**config.mk**
```make
export PLATFORM = sky130hd
export DESIGN_NAME = dpram_copy_engine_flat
export DESIGN_NICKNAME = d
export VERILOG_FILES = /design/src/rtl/dpram_copy_engine_if.sv /design/src/rtl/dpram_copy_engine.sv /design/src/flat_wrapper.sv
export SDC_FILE = /design/constraint.sdc
export NUM_CORES = 1
export LEC_CHECK = 0
export ABC_AREA = 1
export CORE_UTILIZATION = 60
export DETAILED_ROUTE_END_ITERATION = 8
export DONT_BUFFER_PORTS = 1
export PLACE_DENSITY = 0.76
export SLEW_MARGIN = 20
export SYNTH_ARGS = -nofsm -noshare
export SYNTH_HDL_FRONTEND = slang
export SYNTH_SLANG_ARGS = --single-unit
```
**constraint.sdc**
```tcl
create_clock -name CLK -period 2.55 [get_ports CLK]
set_input_delay 0.3825 -clock CLK [delete_from_list [all_inputs] [get_ports CLK]]
set_output_delay 0.3825 -clock CLK [all_outputs]
set_load 0.05 [all_outputs]
```
**src/rtl/dpram_copy_engine_if.sv**
```systemverilog
// Bundle of the copy engine's control-side and RAM-side signals.
// The master modport is the engine's view. The slave modport is the view
// of the register block and the RAM that surround it.
interface dpram_copy_engine_if #(
    parameter int DATA_WIDTH = 8,
    parameter int ADDR_WIDTH = 6
);
    // Control / register-block side
    logic                  Start;
    logic [ADDR_WIDTH-1:0] Src_Addr;
    logic [ADDR_WIDTH-1:0] Dst_Addr;
    logic [ADDR_WIDTH:0]   Length;
    logic                  Busy;
    logic                  Done;

    // RAM port 1 (read-only use)
    logic [ADDR_WIDTH-1:0] Ram_Address_1;
    logic                  Ram_WE_1;
    logic [DATA_WIDTH-1:0] Ram_Data_1;
    logic [DATA_WIDTH-1:0] Ram_Output_1;

    // RAM port 2 (write-only use)
    logic [ADDR_WIDTH-1:0] Ram_Address_2;
    logic                  Ram_WE_2;
    logic [DATA_WIDTH-1:0] Ram_Data_2;

    modport master (
        input  Start, Src_Addr, Dst_Addr, Length, Ram_Output_1,
        output Busy, Done,
        output Ram_Address_1, Ram_WE_1, Ram_Data_1,
        output Ram_Address_2, Ram_WE_2, Ram_Data_2
    );

    modport slave (
        output Start, Src_Addr, Dst_Addr, Length, Ram_Output_1,
        input  Busy, Done,
        input  Ram_Address_1, Ram_WE_1, Ram_Data_1,
        input  Ram_Address_2, Ram_WE_2, Ram_Data_2
    );
endinterface

```
**src/rtl/dpram_copy_engine.sv**
```systemverilog
// Block-copy engine for the dual-port RAM with memmove semantics.
// Port 1 reads one word per cycle, and port 2 writes the same word two
// cycles later. The copy direction is chosen so that a pending source word
// is never overwritten before it is read.
module dpram_copy_engine #(
    parameter int DATA_WIDTH = 8,
    parameter int ADDR_WIDTH = 6
) (
    input  logic                CLK,
    input  logic                RST,
    dpram_copy_engine_if.master bus
);

    typedef enum logic [1:0] {
        S_IDLE  = 2'd0,
        S_RUN   = 2'd1,
        S_DRAIN = 2'd2,
        S_DONE  = 2'd3
    } state_t;

    localparam logic [ADDR_WIDTH-1:0] A_ONE = ADDR_WIDTH'(1);
    localparam logic [ADDR_WIDTH:0]   C_ONE = (ADDR_WIDTH + 1)'(1);

    state_t                state_q, state_d;
    logic [ADDR_WIDTH:0]   len_q, len_d;
    logic [ADDR_WIDTH:0]   cnt_q, cnt_d;
    logic                  dir_q, dir_d;
    logic                  drain_q, drain_d;

    // Read stage: address on port 1 and the destination that goes with it
    logic [ADDR_WIDTH-1:0] rd_addr_q, rd_addr_d;
    logic [ADDR_WIDTH-1:0] rd_dst_q, rd_dst_d;

    // Capture stage: Ram_Output_1 is valid while vld_p1 is set
    logic                  vld_p1_q, vld_p1_d;
    logic [ADDR_WIDTH-1:0] dst_p1_q, dst_p1_d;

    // Write stage: registered drive of port 2
    logic                  vld_p2_q, vld_p2_d;
    logic [ADDR_WIDTH-1:0] dst_p2_q, dst_p2_d;
    logic [DATA_WIDTH-1:0] data_p2_q, data_p2_d;

    logic                  start_dir;
    logic [ADDR_WIDTH-1:0] last_off;

    assign start_dir = (bus.Dst_Addr > bus.Src_Addr);
    assign last_off  = bus.Length[ADDR_WIDTH-1:0] - A_ONE;

    // Next-state logic: FSM sequencing plus the read/capture/write pipeline
    always_comb begin
        state_d   = state_q;
        len_d     = len_q;
        cnt_d     = cnt_q;
        dir_d     = dir_q;
        drain_d   = drain_q;
        rd_addr_d = rd_addr_q;
        rd_dst_d  = rd_dst_q;
        vld_p1_d  = 1'b0;
        dst_p1_d  = rd_dst_q;
        vld_p2_d  = vld_p1_q;
        dst_p2_d  = dst_p1_q;
        data_p2_d = vld_p1_q ? bus.Ram_Output_1 : data_p2_q;

        unique case (state_q)
            S_IDLE: begin
                if (bus.Start) begin
                    if (bus.Length == '0) begin
                        state_d = S_DONE;
                    end else begin
                        state_d = S_RUN;
                        len_d   = bus.Length;
                        cnt_d   = '0;
                        dir_d   = start_dir;
                        // Backward copies start from the last word of each range
                        rd_addr_d = start_dir ? bus.Src_Addr + last_off : bus.Src_Addr;
                        rd_dst_d  = start_dir ? bus.Dst_Addr + last_off : bus.Dst_Addr;
                    end
                end
            end
            S_RUN: begin
                vld_p1_d = 1'b1;
                if (cnt_q == len_q - C_ONE) begin
                    state_d = S_DRAIN;
                    drain_d = 1'b0;
                end else begin
                    cnt_d     = cnt_q + C_ONE;
                    rd_addr_d = dir_q ? rd_addr_q - A_ONE : rd_addr_q + A_ONE;
                    rd_dst_d  = dir_q ? rd_dst_q - A_ONE : rd_dst_q + A_ONE;
                end
            end
            S_DRAIN: begin
                // The last word needs one cycle to be captured and one to be written
                if (drain_q) begin
                    state_d = S_DONE;
                    drain_d = 1'b0;
                end else begin
                    drain_d = 1'b1;
                end
            end
            S_DONE: begin
                state_d = S_IDLE;
            end
            default: begin
                state_d = S_IDLE;
            end
        endcase
    end

    // State and pipeline registers. Reset aborts any copy in flight.
    always_ff @(posedge CLK) begin
        if (RST) begin
            state_q   <= S_IDLE;
            len_q     <= '0;
            cnt_q     <= '0;
            dir_q     <= 1'b0;
            drain_q   <= 1'b0;
            rd_addr_q <= '0;
            rd_dst_q  <= '0;
            vld_p1_q  <= 1'b0;
            dst_p1_q  <= '0;
            vld_p2_q  <= 1'b0;
            dst_p2_q  <= '0;
            data_p2_q <= '0;
        end else begin
            state_q   <= state_d;
            len_q     <= len_d;
            cnt_q     <= cnt_d;
            dir_q     <= dir_d;
            drain_q   <= drain_d;
            rd_addr_q <= rd_addr_d;
            rd_dst_q  <= rd_dst_d;
            vld_p1_q  <= vld_p1_d;
            dst_p1_q  <= dst_p1_d;
            vld_p2_q  <= vld_p2_d;
            dst_p2_q  <= dst_p2_d;
            data_p2_q <= data_p2_d;
        end
    end

    assign bus.Busy          = (state_q == S_RUN) || (state_q == S_DRAIN);
    assign bus.Done          = (state_q == S_DONE);
    assign bus.Ram_Address_1 = rd_addr_q;
    assign bus.Ram_WE_1      = 1'b0;
    assign bus.Ram_Data_1    = '0;
    assign bus.Ram_Address_2 = dst_p2_q;
    assign bus.Ram_WE_2      = vld_p2_q;
    assign bus.Ram_Data_2    = data_p2_q;

endmodule

```
**src/flat_wrapper.sv**
```systemverilog
// flat-port wrapper written by rule: the top's interface ports become plain ports
module dpram_copy_engine_flat 
#(
    parameter int DATA_WIDTH = 8,
    parameter int ADDR_WIDTH = 6
)
  (CLK, RST, bus_Start, bus_Src_Addr, bus_Dst_Addr, bus_Length, bus_Ram_Output_1, bus_Busy, bus_Done, bus_Ram_Address_1, bus_Ram_WE_1, bus_Ram_Data_1, bus_Ram_Address_2, bus_Ram_WE_2, bus_Ram_Data_2);
  dpram_copy_engine_if #(.DATA_WIDTH(DATA_WIDTH), .ADDR_WIDTH(ADDR_WIDTH)) bus_i ();
  input  logic CLK;
  input  logic RST;
  input wire logic [$bits(bus_i.Start)-1:0] bus_Start;
  input wire logic [$bits(bus_i.Src_Addr)-1:0] bus_Src_Addr;
  input wire logic [$bits(bus_i.Dst_Addr)-1:0] bus_Dst_Addr;
  input wire logic [$bits(bus_i.Length)-1:0] bus_Length;
  input wire logic [$bits(bus_i.Ram_Output_1)-1:0] bus_Ram_Output_1;
  output wire logic [$bits(bus_i.Busy)-1:0] bus_Busy;
  output wire logic [$bits(bus_i.Done)-1:0] bus_Done;
  output wire logic [$bits(bus_i.Ram_Address_1)-1:0] bus_Ram_Address_1;
  output wire logic [$bits(bus_i.Ram_WE_1)-1:0] bus_Ram_WE_1;
  output wire logic [$bits(bus_i.Ram_Data_1)-1:0] bus_Ram_Data_1;
  output wire logic [$bits(bus_i.Ram_Address_2)-1:0] bus_Ram_Address_2;
  output wire logic [$bits(bus_i.Ram_WE_2)-1:0] bus_Ram_WE_2;
  output wire logic [$bits(bus_i.Ram_Data_2)-1:0] bus_Ram_Data_2;
  assign bus_i.Start = bus_Start;
  assign bus_i.Src_Addr = bus_Src_Addr;
  assign bus_i.Dst_Addr = bus_Dst_Addr;
  assign bus_i.Length = bus_Length;
  assign bus_i.Ram_Output_1 = bus_Ram_Output_1;
  assign bus_Busy = bus_i.Busy;
  assign bus_Done = bus_i.Done;
  assign bus_Ram_Address_1 = bus_i.Ram_Address_1;
  assign bus_Ram_WE_1 = bus_i.Ram_WE_1;
  assign bus_Ram_Data_1 = bus_i.Ram_Data_1;
  assign bus_Ram_Address_2 = bus_i.Ram_Address_2;
  assign bus_Ram_WE_2 = bus_i.Ram_WE_2;
  assign bus_Ram_Data_2 = bus_i.Ram_Data_2;
  dpram_copy_engine #(.DATA_WIDTH(DATA_WIDTH), .ADDR_WIDTH(ADDR_WIDTH)) u_core (.CLK(CLK), .RST(RST), .bus(bus_i));
endmodule
```
==> reports/results.txt, run 1 <==
non-filler instance count after layout -> 664
cells on worst reg2reg path -> 7
adder-cell share of the synthesized area -> 13.3%
critical path endpoint category -> register
Leakage Power -> 2.06 nW
Yosys reg bits -> 52
Area contributors post-synth -> dfxtp_1, nand2_1, ha_1, nand3_1, nor2_1
period utilization -> 83.3%
post-synthesis xor/xnor area fraction -> 4.37%
main combinational cell family by area after synthesis -> simple AND/OR/NAND/NOR gates
routed vias/inst -> 5.30
total global-route track usage -> 27.4%
slew of the pin with the lowest slew margin -> 818 ps
Final Max Slew Viols -> 0
clock insertion delay at the later pin of the skew report -> 310 ps
CP Launch Type -> register
mux contribution to synthesized area -> 0%
n_diodes -> 0
maximum vdd drop -> 0.789 mV
wire length per cell -> 12.8 µm
skew final -> 6.66 ps
drt total wl -> 8510 µm
I/O Buffers -> 0
Final Hold Vio Count -> 0
crit path max fanout -> 17
RSZ-0062 raised after global routing -> no
Final ANT Viol Nets -> 0
Die W -> 81.7 µm
global route overflow -> 0
Sink Count -> 52
status -> completed
antenna violations before repair -> 0
mean area per synthesized cell -> 6.52 µm²
Fmax -> 471 MHz
Die Y -> 81.7 µm
maxcap violations -> 0
area of the core -> 6030 µm²
clock-pin slew on the worst setup and hold paths -> 100 ps
post-synthesis cell count -> 584
setup TNS -> 0 ps
Final Util -> 66.0%
final setup vio count -> 0
layout cells sized above 1 -> 6.28%
Worst Hold Depth -> 1
synth-to-layout area growth -> 4.50%
post_cts resized -> 0
largest net degree at the start of global routing -> 37
synth unique cells -> 32
worst min path class -> in -> reg
Synth Area in Compound Gates -> 7.46%
Post-route DRC -> 0
RD Place Congestion -> 0.934
# rows -> 28
fillcell total -> 576
placed insts -> 656
Worst EP required -> 2800 ps
Post CTS Setup Buffer Count -> 0
vias in the first global route -> 3,239
crit path time final -> 2120 ps
Synth top area share -> 27.3%
IO Count -> 62
placed wire-length estimate -> 6640 µm
cts hold-fix bufs -> 0
CTS Buf Count -> 5
Synth Cell Area -> 3810 µm²
Synth Area in Simple Gates -> 36.0%
arrival time at the worst endpoint -> 2370 ps
Initial Utilization -> 63.2%
Synth Warn # -> 0
DR vias -> 3,517
CTS tree -> yes
CTS max path bufs -> 2
die area -> 6670 µm²
critical path class -> reg -> reg
Seq/Total Area, Yosys -> 27.3%
CTS H-Tree Depth -> 2
Synth area leader -> dfxtp_1
DRT Pass-1 Iters -> 4
Clock Tree Root -> clkbuf_8
Iteration-0 DRC Markers -> 132
Slew headroom -> 45.5%
global-route wire length before repair -> 14,000 µm
Final nets -> 656
pwr/cell area -> 1020 nW/µm²
==> state kept, by name, summed over array words and instances, names as in the netlist <==
signal                    count
u_core.state_q                2
u_core.dir_q                  1
u_core.len_q                  7
u_core.dst_p1_q               6
u_core.bus.Ram_Address_1      6
u_core.drain_q                1
u_core.bus.Ram_Address_2      6
u_core.dst_p1_d               6
u_core.bus.Ram_Data_2         8
u_core.vld_p1_q               1
u_core.cnt_q                  7
u_core.bus.Ram_WE_2           1
==> cells by family after synthesis <==
logic type      after synthesis
flops                        52
buf+inv                     102
compound gates               54
other cells                   1
xor+xnor                     19
simple gates                318
fa+ha+maj                    38
==> area by class of cell <==
cell class	count	area, µm²	area share (%)
multi-input combinational	438	2360	59.3
sequential	52	1040	26.2
inverter	78	295	7.42
timing repair buffer	13	97.6	2.45
tap	75	93.8	2.36
clock buffer	5	68.8	1.73
clock inverter	3	21.3	0.535
==> power by group <==
| part | switching (mW) | total [mW] | internal [mW] |
|---|---|---|---|
| Sequential | 0.348 | 1.38 | 1.03 |
| Clock | 0.292 | 0.488 | 0.196 |
| Combinational | 1.41 | 2.18 | 0.768 |
| Total | 2.05 | 4.05 | 2.00 |
==> worst max-delay path, cell delays in order, from the launching register on <==
cell	delay, ps
dfxtp_1	400
inv_1	80
ha_1	260
o21ai_2	680
nand2_4	210
inv_4	240
nor2_1	60
nor2_1	110
==> Yosys cell counts, drive strengths merged <==
cell and instances:
a21oi 24, o21ai 25, o22ai 1, o211ai 2, buf 15, nand3 65
nand4 11, inv 76, conb 1, nor2 90, a31oi 1, nor3 2
clkbuf 9, nand3b 2, a211oi 1, xnor2 13, xor2 6, dfxtp 52
nand2 148, ha 34, clkinv 2, fa 4
==> metrics by stage <==
step                      worst slack (ps)  hold WS, ps  cell area, µm²  power, mW
after floorplan                        450          388            3840       3.16
after global placement                 266          391            3890       3.50
after detailed placement               233          394            3890       3.56
after CTS                              419          122            3980       4.06
after global routing                   203          115            3980       4.43
final                                  427          131            3980       4.05
==> worst paths after layout <==
path / from / end / slack (ps)
max: u_core.state_q[0] / u_core.dst_p1_d[3] / 430
min: RST / u_core.dst_p1_q[5] / 130
max reg2reg: u_core.state_q[0] / u_core.dst_p1_d[3] / 430
min reg2reg: u_core.dst_p1_q[2] / u_core.bus.Ram_Address_2[2] / 410
==> routing by layer <==
metal	vias up	share of wire, %	GRT usage (%)
li1	1835	-	-
met1	1569	45	32.7
met2	92	48	48.8
met3	21	4.6	4.67
met4	0	2.5	10.2
met5	-	0	0
==> cell usage in the layout, fill, tap and decap left out, types with 2 or more instances in the layout <==
master	Yosys	layout
nand2_1	147	147
nor2_1	80	80
inv_1	74	74
nand3_1	65	65
dfxtp_1	52	52
ha_1	34	34
a21oi_1	24	24
o21ai_0	24	24
xnor2_1	13	13
buf_4	10	13
nand4_1	9	9
nor2_2	9	9
conb_1	1	9
xor2_1	6	6
clkbuf_8	0	5
fa_1	4	4
nor3_1	2	2
clkinv_1	2	2
o211ai_1	2	2
nand3b_1	2	2
Note: power is estimated with default switching activity, not from simulation.
==> run 2, diff against run 1 <==
--- a/config.mk
+++ b/config.mk
@@ -6,7 +6,7 @@
 export NUM_CORES = 1
 export LEC_CHECK = 0
 export ABC_AREA = 1
-export CORE_UTILIZATION = 60
+export CORE_UTILIZATION = 58
 export DETAILED_ROUTE_END_ITERATION = 8
 export DONT_BUFFER_PORTS = 1
 export PLACE_DENSITY = 0.76
==> constraint.sdc (replaced) <==
create_clock -name CLK -period 1.8 [get_ports CLK]
set_input_delay 0.27 -clock CLK [delete_from_list [all_inputs] [get_ports CLK]]
set_output_delay 0.27 -clock CLK [all_outputs]
set_load 0.05 [all_outputs]
==> run 2 against run 1 <==
Final cell count increased by 5.1%. Via count up 6.4%. Non-clock buffer count grew 32. Sequential cell count did not move. Clock power is 48% higher. Clock-buffer cell count unchanged. Design area grew 13%. First-iteration DRC count rose by 73%. Critical path type unchanged. Largest cell class unchanged.
==> reports/results.txt, run 2 (synthesized netlist as in run 1, its figures left out) <==
commonest non-fill, non-tap cell in the layout -> nand2_1
CTS H-Tree Depth -> 2
DR vias -> 3,741
Clock Tree Root -> clkbuf_8
status -> completed
global route overflow -> 0
Leakage Power -> 2.27 nW
largest net degree at the start of global routing -> 37
drt total wl -> 9610 µm
Worst Hold Depth -> 1
multi-input logic area -> 2550 µm²
CP Launch Type -> register
worst r2r src -> u_core.len_q[0]
min-delay src -> RST
Post-route DRC -> 0
Final nets -> 688
worst min path class -> in -> reg
critical path endpoint category -> register
Worst EP required -> 2060 ps
Hold Path Sink -> u_core.dst_p1_q[3]
Slew headroom -> 65.9%
placed insts -> 687
n_diodes -> 0
Die W -> 83.0 µm
clock insertion delay at the later pin of the skew report -> 320 ps
total global-route track usage -> 28.2%
CTS max path bufs -> 2
Iteration-0 DRC Markers -> 229
non-filler instance count after layout -> 698
max FFs per register -> 8
placed wire-length estimate -> 7390 µm
Final Util -> 70.7%
routed vias/inst -> 5.36
reg2reg setup slack -> 7 ps
synth-to-layout area growth -> 18.0%
global-route wire length before repair -> 15,800 µm
slew of the pin with the lowest slew margin -> 511 ps
Final ANT Viol Nets -> 0
final setup vio count -> 0
Final Max Slew Viols -> 0
critical path class -> reg -> reg
skew final -> 13.6 ps
period utilization -> 99.6%
Die Y -> 83.0 µm
CTS tree -> yes
layout cells sized above 1 -> 18.0%
Critical R2R Capture -> u_core.cnt_q[1]
maximum vdd drop -> 1.10 mV
arrival time at the worst endpoint -> 2050 ps
CTS Buf Count -> 5
maxcap violations -> 0
clock-pin slew on the worst setup and hold paths -> 110 ps
RD Place Congestion -> 0.886
pwr/cell area -> 1440 nW/µm²
antenna violations before repair -> 0
setup TNS -> 0 ps
# rows -> 29
crit path max fanout -> 5
Sink Count -> 52
wire length per cell -> 13.8 µm
WHS -> 3.29 ps
area of the core -> 6350 µm²
fillcell total -> 568
RSZ-0062 raised after global routing -> yes
most frequent cells in the layout -> nand2_1, nor2_1, inv_1, nand3_1, dfxtp_1
cells on worst reg2reg path -> 13
DRT Pass-1 Iters -> 4
crit path time final -> 1790 ps
die area -> 6890 µm²
vias in the first global route -> 3,544
I/O Buffers -> 0
sequential standard cell area -> 1050 µm²
IO Count -> 62
Initial Utilization -> 60.0%
Fmax -> 558 MHz
Final Hold Vio Count -> 0
-- run 2: timing repair --
action                                 in CTS  in global routing
setup endpoints to repair                  17                 22
hold buffers                                1                  0
pin swaps                                   3                  7
buffers inserted                            1                  1
resized for setup                           4                 37
endpoints found under the hold margin       2                  0
-- run 2: worst max-delay path, cell delays in order, from the launching register on --
cell and delay (ps):
dfxtp_2 360, inv_4 40, ha_4 260, nor2_2 50
nor2_4 110, nand2_2 70, nor2_2 100, nand2_2 70
nor2_4 100, nand4_4 120, nand2_4 160, buf_6 120
nand2_4 40, a21oi_2 140
-- run 2: worst max-delay path by stage --
| stage | startpoint | to | slack, ps | cells after the start |
|---|---|---|---|---|
| after global routing | u_core.len_q[0] | u_core.cnt_q[6] | -120 | 14 |
| after CTS | u_core.len_q[0] | u_core.drain_q | 8 | 14 |
| after global placement | bus_Length[1] | u_core.bus.Ram_Address_1[5] | -180 | 17 |
| after detailed placement | bus_Length[0] | u_core.dst_p1_d[5] | -250 | 16 |
| after floorplan | bus_Length[0] | u_core.dst_p1_d[5] | -80 | 16 |
| final | u_core.len_q[0] | u_core.cnt_q[1] | 7 | 13 |
-- run 2: metrics by stage --
stage / setup WS [ps] / power (mW) / instance area (µm²)
2_1_floorplan: -83.7 / 4.52 / 3900
3_3_place_gp: -184 / 5.29 / 4200
3_5_place_dp: -253 / 5.41 / 4200
4_1_cts: 7.90 / 6.23 / 4340
5_1_grt: -119 / 6.99 / 4490
6_report: 6.87 / 6.48 / 4490
-- run 2: per-layer routing --
| layer | vias to the layer above | GRT usage [%] | routed length (µm) |
|---|---|---|---|
| met5 | - | 0 | 0 |
| met4 | 0 | 10.7 | 257 |
| met3 | 23 | 4.08 | 424 |
| met2 | 100 | 51.4 | 4900 |
| met1 | 1708 | 33.2 | 4030 |
| li1 | 1910 | - | - |
-- run 2: area by class of cell --
type	instances	share of cell area, %
Tap cell	77	2.14
Clock buffer	5	1.53
Multi-Input combinational cell	438	56.7
Inverter	78	6.82
Sequential cell	52	23.4
Clock inverter	3	0.557
Timing Repair Buffer	45	8.83
-- run 2: power by group --
group | leakage (nW) | internal [mW] | total, mW | switching [mW]
Combinational | 1.79 | 1.49 | 3.81 | 2.32
Clock | 0.0452 | 0.285 | 0.724 | 0.439
Sequential | 0.430 | 1.48 | 1.94 | 0.461
